`src/rtl/mem_arb_pkg.sv`:
```
// ============================================================================
// mem_arb_pkg : shared types and default sizes for the two-port memory arbiter
// Revision    : 1.0
// ============================================================================
`default_nettype none

package mem_arb_pkg;

   localparam int unsigned DEF_DEPTH  = 256;
   localparam int unsigned DEF_ADDR_W = 32;
   localparam int unsigned DEF_DATA_W = 32;

   typedef enum logic [1:0] {
      IDLE = 2'd0,
      OWN0 = 2'd1,
      OWN1 = 2'd2
   } arb_state_t;

endpackage

`default_nettype wire

```
`src/rtl/rr_pick2.sv`:
```
// ============================================================================
// rr_pick2 : 2-way round-robin picker; on contention the port != last wins
// Revision : 1.0
// ============================================================================
`default_nettype none

module rr_pick2 (
   input  logic [1:0] req,
   input  logic       last,
   output logic [1:0] gnt
);

   always_comb begin
      gnt = req;
      if (req == 2'b11) begin
         gnt = last ? 2'b01 : 2'b10;
      end
   end

endmodule

`default_nettype wire

```
`src/rtl/mem_arbiter.sv`:
```
// ============================================================================
// mem_arbiter : round-robin arbiter/sequencer sharing one single-port memory
//               between two requesters, with optional lock for RMW sequences.
//               Optional out-of-range check: define MEM_ARB_ADDR_CHECK_EN.
// Revision    : 1.0
// ============================================================================
`default_nettype none

module mem_arbiter
   import mem_arb_pkg::*;
#(
   parameter int unsigned DEPTH  = DEF_DEPTH,
   parameter int unsigned ADDR_W = DEF_ADDR_W,
   parameter int unsigned DATA_W = DEF_DATA_W
) (
   input  logic              clk,
   input  logic              rst_n,
   input  logic [1:0]        req,
   input  logic [1:0]        wr,
   input  logic [1:0]        lock,
   input  logic [ADDR_W-1:0] addr0,
   input  logic [ADDR_W-1:0] addr1,
   input  logic [DATA_W-1:0] wdata0,
   input  logic [DATA_W-1:0] wdata1,
   output logic [1:0]        gnt,
   output logic [1:0]        rvalid,
   output logic [DATA_W-1:0] rdata,
   output logic              rerr,
   output logic [ADDR_W-1:0] mem_addr,
   output logic [DATA_W-1:0] mem_din,
   output logic              mem_we,
   output logic              mem_re,
   input  logic [DATA_W-1:0] mem_out
);

`ifdef MEM_ARB_ADDR_CHECK_EN
   localparam bit CHECK_EN = 1'b1;
`else
   localparam bit CHECK_EN = 1'b0;
`endif

   arb_state_t        state;
   logic              last;
   logic [ADDR_W-1:0] hold_addr;
   logic [DATA_W-1:0] hold_din;

   logic [1:0]        pick;
   logic [1:0]        gnt_w;
   logic              any;
   logic              sel;
   logic [ADDR_W-1:0] sel_addr;
   logic [DATA_W-1:0] sel_wdata;
   logic              sel_wr;
   logic              sel_lock;
   logic              addr_ok;

   rr_pick2 u_pick (
      .req  (req),
      .last (last),
      .gnt  (pick)
   );

   // Grant is gated by rst_n so every output drops the moment reset asserts.
   always_comb begin
      gnt_w = 2'b00;
      case (state)
         IDLE:    gnt_w = pick;
         OWN0:    gnt_w = {1'b0, req[0]};
         OWN1:    gnt_w = {req[1], 1'b0};
         default: gnt_w = 2'b00;
      endcase
      if (!rst_n) begin
         gnt_w = 2'b00;
      end
   end

   assign gnt       = gnt_w;
   assign any       = |gnt_w;
   assign sel       = gnt_w[1];
   assign sel_addr  = sel ? addr1  : addr0;
   assign sel_wdata = sel ? wdata1 : wdata0;
   assign sel_wr    = sel ? wr[1]   : wr[0];
   assign sel_lock  = sel ? lock[1] : lock[0];
   assign addr_ok   = !CHECK_EN || (sel_addr < ADDR_W'(DEPTH));

   // Idle bus keeps presenting the last granted address/data.
   assign mem_addr = any ? sel_addr  : hold_addr;
   assign mem_din  = any ? sel_wdata : hold_din;
   assign mem_we   = any &  sel_wr & addr_ok;
   assign mem_re   = any & ~sel_wr & addr_ok;

   always_ff @(posedge clk or negedge rst_n) begin
      if (!rst_n) begin
         state     <= IDLE;
         last      <= 1'b1;
         hold_addr <= '0;
         hold_din  <= '0;
         rvalid    <= 2'b00;
         rdata     <= '0;
         rerr      <= 1'b0;
      end else begin
         rvalid <= (any && !sel_wr) ? gnt_w : 2'b00;
         rerr   <= any & ~sel_wr & ~addr_ok;
         if (any) begin
            hold_addr <= sel_addr;
            hold_din  <= sel_wdata;
            last      <= sel;
            if (sel_lock) begin
               state <= sel ? OWN1 : OWN0;
            end else begin
               state <= IDLE;
            end
            if (!sel_wr) begin
               rdata <= addr_ok ? mem_out : '0;
            end
         end
      end
   end

endmodule

`default_nettype wire

```
`config.mk`:
```
export PLATFORM = sky130hd
export DESIGN_NAME = mem_arbiter
export DESIGN_NICKNAME = d
export VERILOG_FILES = /design/src/rtl/mem_arb_pkg.sv /design/src/rtl/rr_pick2.sv /design/src/rtl/mem_arbiter.sv
export SDC_FILE = /design/constraint.sdc
export NUM_CORES = 1
export LEC_CHECK = 0
export CORE_AREA = 2 2 105 107
export DETAILED_ROUTE_END_ITERATION = 12
export DIE_AREA = 0 0 107 109
export DONT_BUFFER_PORTS = 1
export PLACE_DENSITY = 0.73
export SLEW_MARGIN = 0
export SYNTH_ARGS = -nofsm -noshare
export SYNTH_HDL_FRONTEND = slang
export SYNTH_HIERARCHICAL = 1
export SYNTH_SLANG_ARGS = --single-unit
```
`constraint.sdc`:
```
create_clock -name clk -period 2.8 [get_ports clk]
set_input_delay 0.56 -clock clk [delete_from_list [all_inputs] [get_ports clk]]
set_output_delay 0.56 -clock clk [all_outputs]
set_load 0.1 [all_outputs]
```
==> results.ini <==
[status]
status = finished, violations left
violations = hold timing, setup timing

[worst_setup_path]
critPathCaptureType = primary output
critPathKind = reg2out
cp_max_fo = 12
r2r_slack_ns = 0.62
critPathLaunchType = flop
required_ns = 2.24
worstPathArrival_ns = 2.30
worstReg2RegEnd = rdata[2]
reg2reg_depth = 8
rr_startpoint = last

[die]
io_pins = 271
start_util_pct = 52.1
die_y_um = 109
chipWidth_um = 107
core_region_area_mm2 = 0.0106
row_count = 38
dieArea_mm2 = 0.0117

[logic_synthesis]
synth_edf_count = 0
synthDistinctLibCells = 34
yosysSeqAreaShare_pct = 45.7
synthArstFlopShare_pct = 100
synth_top_cell_area_share_pct = 45.3
synth_ff_type = dfrtp_1
yosysTopAreaCell = dfrtp_1
synth_nets = 801
synth_area_mm2 = 0.00553
synthCells = 633
ys_ff_latch = 101
synthTopCellsByArea = dfrtp_1 (45%), nand3_1 (8.8%), o21ai_0 (8.8%)
synth.avg_cell_area_um2 = 8.73
ys_warn_count = 6

[timing]
max_freq_mhz = 350
setup_violations = 8
worst_slew_pin_slew_ns = 0.940
slew_headroom_pct = 37.4
whs_ns = -0.139
fin_crit_sh_pct = 102
fin_ws_ns = -0.0568
rsz0062_at_grt = yes
finClkSkew_ns = 0.00946
slew_violations = 0
post-route-min-period_ns = 2.86
hold_viol = 100

[drt]
via_per_inst = 7.13
dr.pass1.iters = 5
routed_wl_mm = 22.4
wl_per_cell_um = 27.6
num_vias = 5784
drt-initial-drc-count = 502
postRouteAntennaNets = 0
route.detailed.drc = 0

[global_routing]
grt_use_total_pct = 35.8
antenna_found_initial = 1
grt_pass1_wl_mm = 32.3
gr-total-overflow = 0
grt_max_degree = 108
grt_pass1_vias = 5640

[clocking]
cts_made_buffers = 9
cts.path.max_buffers = 2
clkSinkCount = 101
clk_pin_slew_worst_paths_ns = 0.10
tritoncts = built
cts.htree.levels = 3
cts-root-buf = clkbuf_8
clk_latency_ns = 0.38

[placed_design]
post-dp-hpwl_mm = 13.6
gp_congestion = 0.836
port-buffer-count = 0

[cells_and_area]
layout_common_cells = dfrtp_1 (99), nand3_1 (79), buf_12 (78)
layout_commonest_cell = dfrtp_1
area_growth_pct = 51.8
layout.nets = 833
drive_gt1_share_pct = 33.7

[worst_hold_path]
hold_class = in2async

[run]
cap_violations = 0

==> Yosys cell counts, types with 2 or more instances <==
cell / instances
a31oi_1: 64
a21o_1: 2
nand2_1: 3
dfrtp_1: 100
nand2b_1: 2
nand3_1: 97
o211ai_1: 32
nor2b_1: 34
o2111ai_1: 32
mux2i_1: 2
buf_6: 4
buf_2: 14
o21ai_0: 97
clkbuf_1: 64
nor3_1: 64
inv_1: 3
buf_1: 2
==> layout make-up <==
type	count	area, um2
clock inverters	4	70.1
clock buffers	12	155
repair buffers	106	1820
fillers	619	2210
diodes	1	2.50
multi-input cells	444	3620
flip-flops and latches	101	2530
well taps	140	175
inverters	3	15.0
==> layer usage <==
metal / vias up / track usage (%) / part of all wire [%]
li1: 2477 / - / -
met1: 2878 / 45.1 / 37
met2: 362 / 57.0 / 49
met3: 67 / 10.5 / 10
met4: 0 / 16.9 / 4.1
met5: - / 0 / 0
==> worst max-delay path by stage <==
stage	start	endpoint	slack, ns
final	last	mem_addr[29]	-0.06
after detailed placement	req[1]	mem_addr[5]	0.09
after global placement	req[1]	mem_din[9]	0.17
after global routing	last	mem_addr[29]	-0.12
after floorplan	req[0]	mem_addr[27]	-0.31
after CTS	last	mem_din[1]	-0.007
==> state kept, by name, summed over array words and instances (netlist names) <==
| name | cells |
|---|---|
| last | 1 |
| rdata | 32 |
| rvalid | 2 |
| hold_addr | 32 |
| hold_din | 32 |
| state | 2 |
==> critical path: stages, from the launching register on <==
cell and delay (ns):
dfstp_2 0.58, inv_1 0.06, a21boi_2 0.14, mux2_4 0.29
buf_12 0.18, nand3_1 0.13, a31oi_2 0.32, buf_12 0.22
==> logic make-up after synthesis <==
logic type / count (synthesis) / share of synthesized area (%)
compound gates: 234 / 27.0
buf+inv: 88 / 6.90
flops: 101 / 45.7
mux: 4 / 0.837
other cells: 1 / 0.0678
simple gates: 205 / 19.4
==> stage by stage <==
| step | instance area (um2) | util (%) | cells | TNS (ns) | setup WS, ns |
|---|---|---|---|---|---|
| 4_1_cts | 8110 | 76.5 | 802 | -0.0323 | -0.00738 |
| 5_1_grt | 8390 | 79.2 | 811 | -3.12 | -0.115 |
| 2_1_floorplan | 6220 | - | 633 | -9.54 | -0.309 |
| 6_report | 8390 | 79.2 | 811 | -0.111 | -0.0568 |
| 3_5_place_dp | 7760 | 73.2 | 782 | 0 | 0.0939 |
| 3_3_place_gp | 7760 | 73.2 | 782 | 0 | 0.173 |
==> repair_timing <==
| item | in CTS | in global routing |
|---|---|---|
| setup endpoints to repair | 68 | 67 |
| pin swaps | 7 | 26 |
| setup buffers | 3 | 8 |
| cloned | 1 | 0 |
| endpoints found under the hold margin | 100 | 100 |
| gates resized for setup | 25 | 72 |
Power is left out: the tool's default activity adds up to more than one toggle a clock period on the data nets, which glitch-free logic cannot reach.
